## config.mk

```make
export PLATFORM = sky130hd
export DESIGN_NAME = seg7_scan_driver
export DESIGN_NICKNAME = d
export VERILOG_FILES = /design/src/rtl/seg7_scan_driver.sv
export SDC_FILE = /design/constraint.sdc
export NUM_CORES = 1
export LEC_CHECK = 0
export ABC_AREA = 1
export CAP_MARGIN = 20
export CELL_PAD_IN_SITES_DETAIL_PLACEMENT = 1
export CELL_PAD_IN_SITES_GLOBAL_PLACEMENT = 1
export CORE_UTILIZATION = 43
export CTS_BUF_LIST = sky130_fd_sc_hd__clkbuf_16
export CTS_CLUSTER_SIZE = 24
export DETAILED_ROUTE_END_ITERATION = 7
export GPL_TIMING_DRIVEN = 1
export PLACE_DENSITY_LB_ADDON = 0.1
export SYNTH_ARGS = -nofsm -noshare
export SYNTH_HDL_FRONTEND = slang
export SYNTH_SLANG_ARGS = --single-unit
```

## constraint.sdc

```tcl
create_clock -name clk -period 2.6 [get_ports clk]
set_input_delay 0.26 -clock clk [delete_from_list [all_inputs] [get_ports clk]]
set_output_delay 0.26 -clock clk [all_outputs]
set_load 0.005 [all_outputs]
```

## src/rtl/seg7_scan_driver.sv

```systemverilog
// Binary-to-BCD (double dabble) converter feeding a multiplexed active-low 7-segment scan.
// Conversion takes BIN_W+1 cycles after an accepted load; load is ignored while busy.
module seg7_scan_driver #(
    parameter int DIGITS      = 8,
    parameter int BIN_W       = 16,
    parameter int REFRESH_DIV = 100000,
    parameter bit BLANK_LZ    = 1'b1
) (
    input  logic              clk,
    input  logic              rst,
    input  logic [BIN_W-1:0]  bin_in,
    input  logic              load,
    input  logic [DIGITS-1:0] dp_in,
    output logic              busy,
    output logic              done,
    output logic              overflow,
    output logic [DIGITS-1:0] anode,
    output logic [6:0]        cathode,
    output logic              dp
);
    localparam int BCD_W = 4 * DIGITS;
    localparam int CNT_W = $clog2(BIN_W + 1);
    localparam int PRE_W = $clog2(REFRESH_DIV);
    localparam int IDX_W = (DIGITS > 1) ? $clog2(DIGITS) : 1;

    localparam logic [CNT_W-1:0] CNT_INIT = CNT_W'(BIN_W);
    localparam logic [PRE_W-1:0] PRE_MAX  = PRE_W'(REFRESH_DIV - 1);
    localparam logic [IDX_W-1:0] IDX_MAX  = IDX_W'(DIGITS - 1);

    localparam logic [6:0] SEG_BLANK = 7'b1111111;
    localparam logic [6:0] SEG_DASH  = 7'b0111111;

    typedef enum logic [1:0] {IDLE, SHIFT, DONE} state_t;

    state_t            state_q, state_d;
    logic [BIN_W-1:0]  bin_q, bin_d;
    logic [BCD_W-1:0]  bcd_q, bcd_d, bcd_adj;
    logic [BCD_W-1:0]  disp_q, disp_d;
    logic [CNT_W-1:0]  cnt_q, cnt_d;
    logic              ovf_sticky_q, ovf_sticky_d;
    logic              overflow_q, overflow_d;
    logic              busy_q, done_q;

    logic [PRE_W-1:0]  presc_q, presc_d;
    logic [IDX_W-1:0]  idx_q, idx_d;
    logic [DIGITS-1:0] anode_q, anode_d;
    logic [6:0]        cathode_q, cathode_d;
    logic              dp_q, dp_d;

    logic [3:0]        nib_sel;
    logic              lz_sel;
    logic              dp_sel;
    logic              all_zero;

    function automatic logic [6:0] glyph(input logic [3:0] n);
        case (n)
            4'd0:    glyph = 7'b1000000;
            4'd1:    glyph = 7'b1111001;
            4'd2:    glyph = 7'b0100100;
            4'd3:    glyph = 7'b0110000;
            4'd4:    glyph = 7'b0011001;
            4'd5:    glyph = 7'b0010010;
            4'd6:    glyph = 7'b0000010;
            4'd7:    glyph = 7'b1111000;
            4'd8:    glyph = 7'b0000000;
            4'd9:    glyph = 7'b0010000;
            default: glyph = SEG_BLANK;
        endcase
    endfunction

    always_comb begin
        bcd_adj = bcd_q;
        for (int i = 0; i < DIGITS; i++) begin
            if (bcd_q[4*i +: 4] >= 4'd5) begin
                bcd_adj[4*i +: 4] = bcd_q[4*i +: 4] + 4'd3;
            end
        end
    end

    always_comb begin
        state_d      = state_q;
        bin_d        = bin_q;
        bcd_d        = bcd_q;
        cnt_d        = cnt_q;
        ovf_sticky_d = ovf_sticky_q;
        disp_d       = disp_q;
        overflow_d   = overflow_q;
        case (state_q)
            IDLE: begin
                if (load) begin
                    bin_d        = bin_in;
                    bcd_d        = '0;
                    ovf_sticky_d = 1'b0;
                    cnt_d        = CNT_INIT;
                    state_d      = SHIFT;
                end
            end
            SHIFT: begin
                // A set bit leaving the top nibble means the value no longer fits in DIGITS digits.
                ovf_sticky_d = ovf_sticky_q | bcd_adj[BCD_W-1];
                bcd_d        = {bcd_adj[BCD_W-2:0], bin_q[BIN_W-1]};
                bin_d        = bin_q << 1;
                cnt_d        = cnt_q - CNT_W'(1);
                if (cnt_q == CNT_W'(1)) begin
                    state_d = DONE;
                end
            end
            DONE: begin
                disp_d     = bcd_q;
                overflow_d = ovf_sticky_q;
                state_d    = IDLE;
            end
            default: state_d = IDLE;
        endcase
    end

    always_comb begin
        presc_d = (presc_q == PRE_MAX) ? '0 : presc_q + PRE_W'(1);
        idx_d   = idx_q;
        if (presc_q == PRE_MAX) begin
            idx_d = (idx_q == IDX_MAX) ? '0 : idx_q + IDX_W'(1);
        end
    end

    // Walk from the most significant digit down so all_zero covers "this digit and every higher one".
    always_comb begin
        nib_sel  = 4'd0;
        lz_sel   = 1'b0;
        dp_sel   = 1'b0;
        all_zero = 1'b1;
        for (int i = DIGITS - 1; i >= 0; i--) begin
            all_zero = all_zero & (disp_q[4*i +: 4] == 4'd0);
            if (IDX_W'(i) == idx_q) begin
                nib_sel = disp_q[4*i +: 4];
                lz_sel  = all_zero && (i != 0);
                dp_sel  = dp_in[i];
            end
        end
    end

    always_comb begin
        anode_d = ~(DIGITS'(1) << idx_q);
        dp_d    = ~dp_sel;
        if (overflow_q) begin
            cathode_d = SEG_DASH;
        end else if (BLANK_LZ && lz_sel) begin
            cathode_d = SEG_BLANK;
        end else begin
            cathode_d = glyph(nib_sel);
        end
    end

    always_ff @(posedge clk) begin
        if (rst) begin
            state_q      <= IDLE;
            bin_q        <= '0;
            bcd_q        <= '0;
            cnt_q        <= '0;
            ovf_sticky_q <= 1'b0;
            disp_q       <= '0;
            overflow_q   <= 1'b0;
            busy_q       <= 1'b0;
            done_q       <= 1'b0;
            presc_q      <= '0;
            idx_q        <= '0;
            anode_q      <= '1;
            cathode_q    <= SEG_BLANK;
            dp_q         <= 1'b1;
        end else begin
            state_q      <= state_d;
            bin_q        <= bin_d;
            bcd_q        <= bcd_d;
            cnt_q        <= cnt_d;
            ovf_sticky_q <= ovf_sticky_d;
            disp_q       <= disp_d;
            overflow_q   <= overflow_d;
            busy_q       <= (state_d != IDLE);
            done_q       <= (state_d == DONE);
            presc_q      <= presc_d;
            idx_q        <= idx_d;
            anode_q      <= anode_d;
            cathode_q    <= cathode_d;
            dp_q         <= dp_d;
        end
    end

    assign busy     = busy_q;
    assign done     = done_q;
    assign overflow = overflow_q;
    assign anode    = anode_q;
    assign cathode  = cathode_q;
    assign dp       = dp_q;

endmodule

```

==> impl_metrics.env, run 1 <==
export IMPL_ios=46
export IMPL_timing_fmax_mhz=420.5
export IMPL_place_area_mm2=0.006735
export IMPL_first_pass_iters=4
export IMPL_path_cells="inv_1 > ha_1 > nand2_4 > clkinv_2 > nand2_1 > nand3_1 > o211ai_1 > nand2_1 > nand2_1 > nand2_1 > nand2_2 > inv_1 > ha_1 > or2_2 > nand3_1 > nand2_1"
export IMPL_finalHoldViolCount=0
export IMPL_cts_root_buf="clkbuf_16"
export IMPL_cts_buffers=17
export IMPL_final_setup_skew_ps=8.382
export IMPL_avgSynthCellArea_um2=7.240
export IMPL_leakagePower_nw=2.936
export IMPL_cp_arrival_ps=2680
export IMPL_globalRouteOverflowTotal=0
export IMPL_cts_tree="built"
export IMPL_ys_ff_latch=127
export IMPL_fin_ws_ps=222.1
export IMPL_hold_slack_ps=304.4
export IMPL_critical_path_peak_fanout=9
export IMPL_cellPowerDensity_mw_per_mm2=612.5
export IMPL_initial_core_util_pct=44.02
export IMPL_dieArea_mm2=0.01469
export IMPL_synth_warnings=0
export IMPL_cp_required_ps=2910
export IMPL_final_common_cell="nand2_1"
export IMPL_period_minus_slack_ps=2378
export IMPL_place_ws_ps=78.16
export IMPL_cpMostUsedCell="nand2_1"
export IMPL_cts_setup_buffers=0
export IMPL_hold_buffers=0
export IMPL_cpMaxStageDelayCell="dfxtp_2"
export IMPL_relSlewSlack_pct=55.59
export IMPL_area_growth_pct=19.21
export IMPL_row_count=43
export IMPL_drt_iter0_drc=226
export IMPL_drcViolationCount=0
export IMPL_die_w_um=121.2
export IMPL_path_class="reg2reg"
export IMPL_die_h_um=121.2
export IMPL_tightest_slew_ps=666.1
export IMPL_maxCapViolCount=0
export IMPL_fin_tns_setup_ps=0
export IMPL_wirelength_um=15700
export IMPL_finalCritPeriodShare_pct=91.46
export IMPL_grt_pass1_wl_um=26440
export IMPL_post_cts_resized=0
export IMPL_cts_buffer_depth=2
export IMPL_synth_edf_count=0
export IMPL_status="finished clean"
export IMPL_drive_gt1_share_pct=7.906
export IMPL_diodes=0
export IMPL_clock_latency_ps=420
export IMPL_grt_antenna_before_repair=0
export IMPL_fin_nets=943
export IMPL_clk_pin_slew_worst_paths_ps=60
export IMPL_synth_top_cell_area_share_pct=41.61
export IMPL_grt_max_degree=67
export IMPL_drt_antenna_violating_nets=0
export IMPL_synth_area_leaders="dfxtp_1, nand2_1, a21oi_1"
export IMPL_start_kind="flop"
export IMPL_end_kind="flop"
export IMPL_htreeDepth=4
export IMPL_rsz0062_at_grt="no"
export IMPL_synth_cells=844
export IMPL_ys_seq_area_share_pct=41.61
export IMPL_syn_num_nets=901
export IMPL_cp_num_buf_inv=3
export IMPL_port_buffers=45
export IMPL_hold_path_class="in2reg"
export IMPL_final_cell_mix="nand2_1, dfxtp_1, inv_1, a21oi_1, o21ai_0"
export IMPL_place_gp_congestion=0.9567
export IMPL_dp_hpwl_um=11200
export IMPL_post_drt_wl_per_cell_um=14.57
export IMPL_synth_async_reset_ratio_pct=0
export IMPL_synth_cell_types=38
export IMPL_grt_pass1_vias=5666
export IMPL_design_area_mm2=0.007284
export IMPL_cts_sinks=127
export IMPL_synth_top_area_cell="dfxtp_1"
export IMPL_crit_family="simple AND/OR/NAND/NOR gates"
export IMPL_peakVddDrop_v=0.0004143
export IMPL_fin_total_pwr_mw=4.462
export IMPL_drv_slew=0
export IMPL_grt_use_total_pct=22.79
export IMPL_coreArea_mm2=0.01388
export IMPL_setup_viol=0
export IMPL_ys_flop_type="dfxtp_1"
export IMPL_viasPerCell=5.205
export IMPL_syn_area_mm2=0.006111
export IMPL_num_vias=5611
export IMPL_cpPeakStageDelay_ps=370
[layer usage]
layer	part of all wire (%)	wire length, µm	vias to the layer above	global-route usage [%]
li1	-	-	2861	-
met1	46	7237	2665	27.26
met2	50	7814	62	40.29
met3	2.5	394	23	4.135
met4	1.6	255	0	8.719
met5	0	0	-	0
[kinds of logic after synthesis]
group / count (synthesis) / synth area share [%]
buffers and inverters: 140 / 8.968
flip-flops: 127 / 41.61
multiplexers: 1 / 0.1638
AO/OA/AOI/OAI: 214 / 19.00
AND/OR/NAND/NOR: 321 / 22.54
adder cells (fa/ha/maj): 30 / 6.143
XOR/XNOR: 11 / 1.577
[path summary, 6_finish.rpt]
| check | startpoint | end | slack [ps] | depth (start not counted) |
|---|---|---|---|---|
| setup / recovery | idx_q[1]$_SDFFE_PP0P_ | cathode[3]$_SDFF_PP1_ | 220 | 16 |
| hold reg to reg | presc_q[0]$_SDFF_PP0_ | presc_q[0]$_SDFF_PP0_ | 450 | 1 |
| hold / removal | rst | anode[4]$_SDFF_PP1_ | 300 | 4 |
| setup reg to reg | idx_q[1]$_SDFFE_PP0P_ | cathode[3]$_SDFF_PP1_ | 220 | 16 |
[report_power, final]
group	leakage, nW	switching, mW	internal, mW
logic	1.63	0.209	0.135
clock network	0.275	0.815	1.27
registers	1.03	0.0326	2.00
[cells in the mapped netlist (all sizes together) (2+ instances only)]
| master | n |
|---|---|
| dfxtp | 127 |
| buf | 12 |
| o211ai | 3 |
| inv | 105 |
| a211oi | 2 |
| a31oi | 15 |
| nand4 | 6 |
| nand3 | 52 |
| a22oi | 10 |
| ha | 30 |
| a21oi | 99 |
| nor4 | 5 |
| nor3 | 6 |
| clkbuf | 22 |
| or2 | 6 |
| nand2 | 182 |
| xor2 | 11 |
| nor3b | 2 |
| nor2 | 61 |
| o21ai | 81 |
[final cells by class]
type / count / area (µm²)
clock buffers: 17 / 425.4
clock inverters: 14 / 87.58
fillers: 1766 / 6596
inverters: 106 / 399.1
multi-input cells: 577 / 3065
flip-flops and latches: 127 / 2546
well taps: 180 / 225.2
repair buffers: 57 / 535.5
[state kept, by name, summed over array words and instances (netlist names)]
register      count
bcd_q            32
disp_q           32
presc_q          17
bin_q            16
anode             8
cathode           7
cnt_q             5
idx_q             3
state_q           2
busy              1
done              1
dp                1
overflow          1
ovf_sticky_q      1
[worst reg2reg max path, stage by stage (launching register included)]
cell,delay [ps]
dfxtp_2,370
inv_1,80
ha_1,240
nand2_4,140
clkinv_2,100
nand2_1,80
nand3_1,70
o211ai_1,90
nand2_1,90
nand2_1,70
nand2_1,60
nand2_2,90
inv_1,80
ha_1,270
or2_2,310
nand3_1,70
nand2_1,60
[per-stage QoR]
step	cells	util [%]
4_1_cts	1078	52.22
6_report	1078	52.48
5_1_grt	1078	52.48
2_1_floorplan	844	-
3_5_place_dp	1047	48.52
3_3_place_gp	1047	48.52
No activity file was read; power rests on OpenSTA's default activity.
==> run 2: changes to the inputs <==
CAP_MARGIN = default   (was 20)
SETUP_SLACK_MARGIN = 0.4   (was default)
==> impl_metrics.env, run 2 (synthesis gave the netlist of run 1 again) <==
export IMPL_status="finished clean"
export IMPL_tightest_slew_ps=558.8
export IMPL_port_buffers=45
export IMPL_fin_nets=954
export IMPL_critical_path_peak_fanout=5
export IMPL_fin_tns_setup_ps=0
export IMPL_globalRouteOverflowTotal=0
export IMPL_setup_viol=0
export IMPL_r2r_cells=16
export IMPL_grt_pass1_wl_um=28460
export IMPL_drt_iter0_drc=225
export IMPL_clk_pin_slew_worst_paths_ps=50
export IMPL_fillCellCount=1725
export IMPL_min_delay_start="rst"
export IMPL_period_minus_slack_ps=2240
export IMPL_initial_core_util_pct=44.02
export IMPL_rrSetupSlack_ps=360
export IMPL_peakVddDrop_v=0.0004276
export IMPL_viasPerCell=5.360
export IMPL_drt_antenna_violating_nets=0
export IMPL_coreArea_mm2=0.01388
export IMPL_diodes=0
export IMPL_hold_path_class="in2reg"
export IMPL_dieArea_mm2=0.01469
export IMPL_finalHoldViolCount=0
export IMPL_cellPowerDensity_mw_per_mm2=607.5
export IMPL_cts_root_buf="clkbuf_16"
export IMPL_path_class="reg2reg"
export IMPL_grt_antenna_before_repair=0
export IMPL_first_pass_iters=4
export IMPL_p_clk_share_pct=47.9
export IMPL_cts_sinks=127
export IMPL_ios=46
export IMPL_drcViolationCount=0
export IMPL_cts_buffers=17
export IMPL_maxCapViolCount=0
export IMPL_r2r_start="idx_q[0]$_SDFFE_PP0P_"
export IMPL_start_kind="flop"
export IMPL_intPower_mw=3.508
export IMPL_finalCritPeriodShare_pct=86.13
export IMPL_row_count=43
export IMPL_dp_cells=1048
export IMPL_end_kind="flop"
export IMPL_clock_latency_ps=420
export IMPL_r2r_end="cathode[4]$_SDFF_PP1_"
export IMPL_drv_slew=0
export IMPL_hold_end="presc_q[6]$_SDFF_PP0_"
export IMPL_leakagePower_nw=3.008
export IMPL_htreeDepth=4
export IMPL_wirelength_um=17230
export IMPL_timing_fmax_mhz=446.5
export IMPL_place_ws_ps=186.4
export IMPL_p_sw_share_pct=23.40
export IMPL_grt_pass1_vias=6116
export IMPL_final_cells=1090
export IMPL_area_growth_pct=23.34
export IMPL_post_drt_wl_per_cell_um=15.80
export IMPL_reg_top3="bcd_q: 32 flops, disp_q: 32 flops, presc_q: 17 flops"
export IMPL_hold_depth=4
export IMPL_final_setup_skew_ps=4.925
export IMPL_die_w_um=121.2
export IMPL_cts_tree="built"
export IMPL_power_net_switching_mw=1.072
export IMPL_cp_required_ps=2960
export IMPL_die_h_um=121.2
export IMPL_seq_power_share_pct=44.4
export IMPL_cts_buffer_depth=2
export IMPL_grt_max_degree=67
export IMPL_dp_hpwl_um=11750
export IMPL_final_cell_mix="nand2_1, dfxtp_1, inv_1, a21oi_1, o21ai_0"
export IMPL_rsz0062_at_grt="yes"
export IMPL_grt_use_total_pct=24.58
export IMPL_p_comb_share_pct=7.7
export IMPL_fin_ws_ps=360.5
export IMPL_cp_arrival_ps=2600
export IMPL_place_gp_congestion=0.9219
export IMPL_num_vias=5842
export IMPL_drive_gt1_share_pct=10.88
export IMPL_relSlewSlack_pct=62.74
export IMPL_final_common_cell="nand2_1"
## run 2: cell types whose count changed in the layout (fill, tap and decap cells not counted), sizes merged
cell	before	now
bufinv	1	2
clkinvlp	0	1
clkinv	10	9
buf	13	24
## run 2: cell type report
type | count | area, µm² | area share (%)
Tap cell | 180 | 225.2 | 2.988
Sequential cell | 127 | 2551 | 33.85
Inverter | 106 | 410.4 | 5.445
Timing Repair Buffer | 68 | 633.1 | 8.400
Multi-Input combinational cell | 577 | 3178 | 42.16
Clock inverter | 15 | 113.9 | 1.511
Clock buffer | 17 | 425.4 | 5.644
## run 2: metrics by stage
stage          total power, mW  hold WS (ps)  utilization, %  instance area (µm²)
2_1_floorplan            2.275         409.0               -                 6120
3_3_place_gp             2.405         430.4           48.58                 6744
3_5_place_dp             2.423         439.7           48.58                 6744
4_1_cts                  4.611         371.8           53.41                 7413
5_1_grt                  4.753         403.6           54.30                 7537
6_report                 4.579         364.1           54.30                 7537
## run 2: worst max-delay path by stage
stage,start,to,slack [ps]
after floorplan,idx_q[0]$_SDFFE_PP0P_,cathode[3]$_SDFF_PP1_,400
after global placement,idx_q[1]$_SDFFE_PP0P_,cathode[3]$_SDFF_PP1_,310
after detailed placement,idx_q[1]$_SDFFE_PP0P_,cathode[3]$_SDFF_PP1_,190
after CTS,idx_q[0]$_SDFFE_PP0P_,cathode[4]$_SDFF_PP1_,410
after global routing,idx_q[0]$_SDFFE_PP0P_,cathode[4]$_SDFF_PP1_,220
final,idx_q[0]$_SDFFE_PP0P_,cathode[4]$_SDFF_PP1_,360
## run 2: power groups by stage
| stage | Clock [mW] | Combinational (mW) | Sequential, mW |
|---|---|---|---|
| final | 2.19 | 0.353 | 2.03 |
| after global routing | 2.32 | 0.392 | 2.04 |
| after CTS | 2.23 | 0.349 | 2.03 |
| after detailed placement | 0 | 0.347 | 2.08 |
| after global placement | 0 | 0.331 | 2.07 |
| after floorplan | 0 | 0.208 | 2.07 |
## run 2: critical path: stages, from the launching register on
cell and delay [ps]:
dfxtp_4 400, ha_4 180, ha_4 160, nand3_2 70, o21ai_1 90, nand2_1 70, nand3_1 60, o211ai_1 100
nand2_1 80, nand2_1 50, nand2_1 70, nand2_2 70, buf_4 160, ha_2 190, a21oi_1 220, o21ai_1 130
nand2_1 80
## run 2: metal layers
metal  part of all wire [%]  up-vias  GRT usage (%)
li1                       -     2889              -
met1                     43     2823          27.71
met2                     51       81          44.71
met3                    2.3       49          4.840
met4                    2.9        0          10.42
met5                      0        -              0
## run 2: timing repair
item	in CTS	in global routing
pin swaps	6	20
hold buffers	0	0
gates resized for setup	22	27
endpoints found under the hold margin	0	0
endpoints found under the setup margin	7	9
gates cloned	0	0
setup buffers	6	4
